===== config.mk =====
export PLATFORM = sky130hd
export DESIGN_NAME = shift_logic_unit
export DESIGN_NICKNAME = d
export VERILOG_FILES = /design/src/rtl/shift_logic_unit_pkg.sv /design/src/rtl/shift_logic_unit_bitwise.sv /design/src/rtl/shift_logic_unit.sv
export SDC_FILE = /design/constraint.sdc
export NUM_CORES = 1
export LEC_CHECK = 0
export CELL_PAD_IN_SITES_DETAIL_PLACEMENT = 1
export CELL_PAD_IN_SITES_GLOBAL_PLACEMENT = 1
export CORE_UTILIZATION = 30
export CTS_CLUSTER_SIZE = 30
export DETAILED_ROUTE_END_ITERATION = 10
export DONT_BUFFER_PORTS = 1
export PLACE_DENSITY_LB_ADDON = 0.2
export SLEW_MARGIN = 20
export SYNTH_ARGS = -nofsm -noshare
export SYNTH_HDL_FRONTEND = slang
export SYNTH_SLANG_ARGS = --single-unit

===== constraint.sdc =====
create_clock -name clk -period 4.6 [get_ports clk]
set_input_delay 0.92 -clock clk [delete_from_list [all_inputs] [get_ports clk]]
set_output_delay 0.92 -clock clk [all_outputs]
set_load 0.05 [all_outputs]

===== src/rtl/shift_logic_unit_pkg.sv =====
// Shared op-code and FSM state encodings for the shift/logic unit.
package shift_logic_unit_pkg;

  typedef enum logic [2:0] {
    OP_AND  = 3'd0,
    OP_OR   = 3'd1,
    OP_NAND = 3'd2,
    OP_NOR  = 3'd3,
    OP_XOR  = 3'd4,
    OP_SLL  = 3'd5,
    OP_SRL  = 3'd6,
    OP_SRA  = 3'd7
  } op_e;

  typedef enum logic [1:0] {
    S_IDLE  = 2'd0,
    S_SHIFT = 2'd1,
    S_DONE  = 2'd2
  } state_e;

  function automatic logic is_shift(op_e o);
    return (o == OP_SLL) || (o == OP_SRL) || (o == OP_SRA);
  endfunction

endpackage


===== src/rtl/shift_logic_unit_bitwise.sv =====
// Combinational WIDTH-bit AND/OR/NAND/NOR/XOR, one bit slice per generate lane.
module bitwise_logic_module
  import shift_logic_unit_pkg::*;
#(
  parameter int WIDTH = 4
) (
  input  logic [2:0]       op,
  input  logic [WIDTH-1:0] a,
  input  logic [WIDTH-1:0] b,
  output logic [WIDTH-1:0] y
);

  op_e op_s;
  assign op_s = op_e'(op);

  for (genvar i = 0; i < WIDTH; i++) begin : g_bit
    always_comb begin
      y[i] = 1'b0;
      case (op_s)
        OP_AND:  y[i] = a[i] & b[i];
        OP_OR:   y[i] = a[i] | b[i];
        OP_NAND: y[i] = ~(a[i] & b[i]);
        OP_NOR:  y[i] = ~(a[i] | b[i]);
        OP_XOR:  y[i] = a[i] ^ b[i];
        default: y[i] = 1'b0;
      endcase
    end
  end

endmodule


===== src/rtl/shift_logic_unit.sv =====
// Registered logic ops (one cycle) and iterative shifts (one bit per cycle)
// under a start/busy/done handshake.
module shift_logic_unit
  import shift_logic_unit_pkg::*;
#(
  parameter int WIDTH   = 4,
  parameter int SHAMT_W = 3
) (
  input  logic               clk,
  input  logic               rst,
  input  logic               start,
  input  logic [2:0]         op,
  input  logic [WIDTH-1:0]   a,
  input  logic [WIDTH-1:0]   b,
  input  logic [SHAMT_W-1:0] shamt,
  output logic               busy,
  output logic               done,
  output logic [WIDTH-1:0]   result,
  output logic               zero
);

  state_e             state, state_nxt;
  op_e                op_in, op_q;
  logic [WIDTH-1:0]   acc, acc_sh, logic_y;
  logic [SHAMT_W-1:0] cnt;

  assign op_in = op_e'(op);

  bitwise_logic_module #(.WIDTH(WIDTH)) u_bitwise (
    .op (op),
    .a  (a),
    .b  (b),
    .y  (logic_y)
  );

  always_comb begin
    state_nxt = state;
    case (state)
      S_IDLE:  if (start) state_nxt = is_shift(op_in) ? S_SHIFT : S_DONE;
      S_SHIFT: if (cnt == '0) state_nxt = S_DONE;
      S_DONE:  state_nxt = S_IDLE;
      default: state_nxt = S_IDLE;
    endcase
  end

  // Single-bit step; large shamt simply saturates to zero or sign fill.
  always_comb begin
    acc_sh = acc;
    case (op_q)
      OP_SLL:  acc_sh = {acc[WIDTH-2:0], 1'b0};
      OP_SRL:  acc_sh = {1'b0, acc[WIDTH-1:1]};
      OP_SRA:  acc_sh = {acc[WIDTH-1], acc[WIDTH-1:1]};
      default: acc_sh = acc;
    endcase
  end

  always_ff @(posedge clk) begin
    if (rst) begin
      state  <= S_IDLE;
      result <= '0;
      acc    <= '0;
      cnt    <= '0;
      op_q   <= OP_AND;
    end else begin
      state <= state_nxt;
      case (state)
        S_IDLE: begin
          if (start) begin
            if (is_shift(op_in)) begin
              acc  <= a;
              cnt  <= shamt;
              op_q <= op_in;
            end else begin
              result <= logic_y;
            end
          end
        end
        S_SHIFT: begin
          if (cnt != '0) begin
            acc <= acc_sh;
            cnt <= cnt - SHAMT_W'(1);
          end else begin
            result <= acc;
          end
        end
        default: ;
      endcase
    end
  end

  assign busy = (state != S_IDLE);
  assign done = (state == S_DONE);
  assign zero = (result == '0);

endmodule


---- Word level (Yosys, flattened, before mapping) ----
Cells that the tools add are included.
storage, ports and cells
  flip-flop bits (word level) ............. 16
  bits in latches ......................... 0
  output and inout bits ................... 7
  word-level logic and storage cells ...... 84
  memories ................................ 0
  memory bits (writable) .................. 0
  input bits .............................. 17
  memory bits (read-only) ................. 0
cells by class
  div/mod/pow operators ................... 0
  reduce and logical (&&, ||, !) cells .... 15
  shift operators ......................... 0
  order comparisons ....................... 0
  add/sub/neg operators ................... 1
  eq/ne operators ......................... 21
  $mul .................................... 0
  mux-type cells .......................... 21
  bitwise gates (word level) .............. 20
operators with widths
  cell                count
  $mux 4              6
  $eq 3x3->1 const B  7
  $pmux 1 s5          4
  $pmux 4 s2          2
  $ne 2x2->1 const B  7
  $pmux 4 s3          1
  $mux 3              3
  $not 1->1           8
  $reduce_and 4->1    2
  $eq 3x2->1 const B  2
  $logic_not 3->1     2
  $mux 2              3
  $pmux 3 s2          1
  $reduce_and 6->1    1
  $reduce_and 5->1    1
  $and 1x1->1         4
  $logic_not 4->1     1
  $ne 4x1->1 const B  1
  $or 1x1->1          4
  $pmux 2 s2          1
  $reduce_bool 2->1   2
  $xor 1x1->1         4
  $eq 3x1->1 const B  1
  $ne 3x1->1 const B  1
  other kinds (8)     9

---- Depth between registers and ports, before layout ----
  depth in word-level cells ............... 6
  depth in mapped cells ................... 6
  gate-level depth less buffers ........... 6

---- Hierarchy ----
From an unflattened synthesis, not the netlist that was laid out.
second synthesis, totals
  cell total of the unflattened synthesis .. 151
  area, all modules ....................... 1138.6 µm²
by module, submodules not included
  module                area an instance (µm²)  sequential area each (µm²)  cells an instance  instances
  shift_logic_unit      857.1                   320.3                       110                1
  bitwise_logic_module  281.5                   0.0                         41                 1

---- Worst setup path before layout ----
No wires, ideal clock.
  path type ............................... register -> output
  start ................................... reg result[2]
  end ..................................... out zero
  path buffers ............................ 0
  stages on the path, launching flop included .. 2
  slack ................................... 1.603 ns
  arrival ................................. 2.077 ns
  required time ........................... 3.680 ns
  cells stage by stage .................... dfxtp_1 -> nor4_1
between the ends
  longest elaborated chain between the ends .. 1
ends and longest elaborated chain
  what                    line                    text
  from (decl)             shift_logic_unit.sv:18  output logic [WIDTH-1:0] result,
  from (signal assigned)  shift_logic_unit.sv:74  result <= logic_y;
  $logic_not 4->1         shift_logic_unit.sv:93  assign zero = (result == '0);
  to (decl)               shift_logic_unit.sv:19  output logic zero
Every way passes these cells.

---- Worst setup path after layout ----
  start ................................... reg state[1]
  end ..................................... out done
between the ends
  longest elaborated chain between the ends .. 1
ends and longest elaborated chain
  what                    line                    text
  from (decl)             shift_logic_unit.sv:22  state_e state, state_nxt;
  from (signal assigned)  shift_logic_unit.sv:65  state <= state_nxt;
  $eq 2x2->1              shift_logic_unit.sv:92  assign done = (state == S_DONE);
  to (decl)               shift_logic_unit.sv:17  output logic done,
Every way passes these cells.

==> impl_metrics.py <==
metrics = {
    "grt": {
        "grt_overflow_total": 0,
        "overall_routing_resource_usage_pct": 16.9,
        "grt_start_max_net_pins": 12,
        "grt_pass1_wl_mm": 5.04,
        "number_of_global_route_vias_before_repair": 1020,
        "antenna_found_initial": 0,
    },
    "cells_and_area": {
        "final_cells": 181,
        "synthToLayoutAreaGrowth_pct": 9.29,
        "num-fill-cells": 413,
        "most-common-layout-cells": "dfxtp_1, nor2_1, inv_1, nand2_1, ha_1",
        "layout_commonest_cell": "dfxtp_1",
        "design_area_sq_um": 1220,
        "ant_diodes": 0,
        "final_nets": 163,
        "layout-drive-gt1-share_pct": 8.15,
    },
    "timing": {
        "setup-violations-final": 0,
        "hold_violation_count_in_the_final_report": 0,
        "timing.final.max_slew_violations": 0,
        "finalWorstPathRequiredPeriod_ns": 2.35,
        "min_period_over_period_pct": 51.2,
        "fin_skew_ns": 0.00194,
        "setup_total_negative_slack_ns": 0,
        "rsz0062_at_grt": "no",
        "max_clock_freq_mhz": 425,
        "max_slew.worst_pin.slew_ns": 0.918,
        "slew_headroom_pct": 38.7,
    },
    "run_status": {
        "status": "completed",
    },
    "placement": {
        "gpl_wtd_cong": 0.829,
        "post-dp-hpwl_mm": 2.44,
        "place_area_sq_um": 1170,
        "count_of_buffers_from_port_buffering": 0,
        "placedCellCount": 177,
    },
    "drt": {
        "first_pass_iters": 4,
        "wl_met3_um": 137,
        "drc": 0,
        "wl_per_cell_um": 17.2,
        "wl_met1_mm": 1.38,
        "viasPerCell": 5.43,
        "final_antenna_net_count": 0,
        "first_iter_violations": 38,
        "highest_layer": "met4",
        "dr_wl_met2_mm": 1.54,
        "wirelength_mm": 3.11,
        "detailroute.via_count": 983,
    },
    "yosys": {
        "syn-num-nets": 162,
        "yosys-mux-area-fraction_pct": 0,
        "postSynthCellCount": 135,
        "yosys.area_share.simple_pct": 19.5,
        "syn_area_per_cell_sq_um": 8.28,
        "mappedNetlistArea_sq_um": 1120,
        "post_synth_fa_ha_maj_area_fraction_pct": 11.2,
        "synth_seq_area_share_pct": 28.7,
        "main_combinational_cell_family_by_area_after_synthesis": "compound AO/OA/AOI/OAI gates",
        "postSynthRegisterBits": 16,
        "synth_ff_type": "dfxtp_1",
        "netlist-cell-type-count": 35,
        "post_synth_xor_area_fraction_pct": 7.05,
        "postSynth.asyncResetShare_pct": 0,
        "synth_compound_gate_area_share_pct": 27.5,
        "yosys_warnings": 0,
        "synth_enable_flop_cells": 0,
    },
    "die": {
        "vertical_die_dimension_um": 63.0,
        "dieWidth_um": 63.0,
        "initial_core_util_pct": 32.5,
        "std_cell_rows": 21,
        "floorplan.core_area_sq_um": 3440,
        "die_area_sq_um": 3970,
        "ioPinCount": 24,
    },
    "clock_tree": {
        "clock_path_buffers": 2,
        "cts_inserted_buffers": 3,
        "cts_tree": "built",
        "h_tree_depth": 1,
        "clock-root-buffer": "clkbuf_8",
        "clkSlewWorstSetupHoldPaths_ns": 0.07,
        "cts.repair_timing.setup_buffer_count": 0,
        "post_cts_resized": 0,
        "clock_sinks": 16,
        "cts-hold-fix-buffers": 0,
        "clock_latency_ns": 0.26,
    },
    "worst_hold_path": {
        "holdCritStartpoint": "cnt[1]$_SDFFE_PP0P_",
        "hold_path_depth": 2,
        "worst_hold_endpoint": "cnt[1]$_SDFFE_PP0P_",
        "holdCritPathClass": "reg2reg",
    },
    "critical_path": {
        "cell_chain_of_the_critical_path": "nor2b_1",
        "worstPathArrival_ns": 1.43,
        "timing.critical_path.from_type": "flop",
        "number_of_cells_on_the_worst_reg_to_reg_path": 4,
        "worstReg2RegEnd": "result[3]$_SDFFE_PP0P_",
        "worst_path_max_delay_cell": "nor2b_1",
        "critical_path_required_ns": 3.68,
        "reg2reg_slack_ns": 2.89,
        "crit_family": "simple AND/OR/NAND/NOR gates",
        "max_stage_delay_ns": 0.76,
        "crit_path_end_kind": "output pin",
        "timing.setup.critical_path_class": "reg2out",
        "timing.critical_path.buf_inv": 0,
        "crit-reg2reg-launch": "state[1]$_SDFFE_PP0P_",
        "critical_path.max_fanout": 7,
    },
    "power_and_ir_drop": {
        "leakagePower_nw": 0.491,
        "power_density_nw_per_um2": 320,
        "vdd_drop_max_uv": 160,
        "pnr_total_power_uw": 391,
    },
    "flow_run": {
        "max-cap-violations": 0,
    },
}
[synth_stat cells (2+ instances only)]
library cell | n | area (sq um)
o2111ai_1 | 2 | 17.5
and3_1 | 2 | 12.5
dfxtp_1 | 16 | 320
inv_1 | 11 | 41.3
nor2_1 | 12 | 45.0
o21ai_0 | 5 | 25.0
nand2b_1 | 5 | 31.3
ha_1 | 10 | 125
o21ai_1 | 3 | 15.0
buf_2 | 3 | 15.0
o311ai_1 | 4 | 35.0
nor2b_1 | 4 | 25.0
nand2_1 | 11 | 41.3
a31oi_1 | 5 | 31.3
a211oi_1 | 3 | 22.5
a21oi_1 | 6 | 30.0
xor2_1 | 9 | 78.8
clkbuf_1 | 2 | 7.51
a211o_1 | 6 | 52.6
[logic make-up (layout without fill, tap and decap cells)]
kind of cell    after synthesis  in the layout
compound gates               41             41
buf+inv                      17             17
xor+xnor                      9              9
simple gates                 42             42
fa+ha+maj                    10             10
flops                        16             16
[registers in the layout, indices dropped and copies added, names as in the netlist]
name,count
state,2
acc,4
op_q,3
cnt,3
result,4
[worst max-delay path by stage]
stage | start | end | slack (ns) | cells past startpoint
floorplan | result[2]$_SDFFE_PP0P_ | zero | 1.60 | 1
global placement | op[0] | result[0]$_SDFFE_PP0P_ | 2.39 | 4
detailed placement | op[0] | result[3]$_SDFFE_PP0P_ | 2.24 | 4
CTS | state[1]$_SDFFE_PP0P_ | done | 2.24 | 1
global route | state[1]$_SDFFE_PP0P_ | done | 2.20 | 1
finish | state[1]$_SDFFE_PP0P_ | done | 2.25 | 1
[final cells by class]
| class | count | area (sq um) | area share, % |
|---|---|---|---|
| tap | 46 | 57.6 | 4.71 |
| multi-input combinational | 102 | 736 | 60.2 |
| sequential | 16 | 320 | 26.2 |
| inverter | 12 | 45.0 | 3.69 |
| clock buffer | 4 | 55.1 | 4.51 |
| timing repair buffer | 1 | 7.51 | 0.615 |
[per-layer routing]
metal / up-vias / track usage [%]
li1: 484 / -
met1: 472 / 19.4
met2: 23 / 29.7
met3: 4 / 3.28
met4: 0 / 7.85
met5: - / 0
[stage by stage]
stage	hold slack (ns)	util [%]	worst slack [ns]
5_1_grt	0.533	35.5	2.20
2_1_floorplan	0.453	-	1.60
4_1_cts	0.515	35.5	2.24
3_5_place_dp	0.505	33.9	2.24
3_3_place_gp	0.488	33.9	2.39
6_report	0.506	35.5	2.25
[report_power, final]
group / total [mW] / internal (mW) / switching (mW)
Sequential: 0.174 / 0.149 / 0.0252
Clock: 0.132 / 0.0761 / 0.0554
Combinational: 0.0849 / 0.0340 / 0.0509
Total: 0.391 / 0.259 / 0.132
No activity file was read; power rests on OpenSTA's default activity.
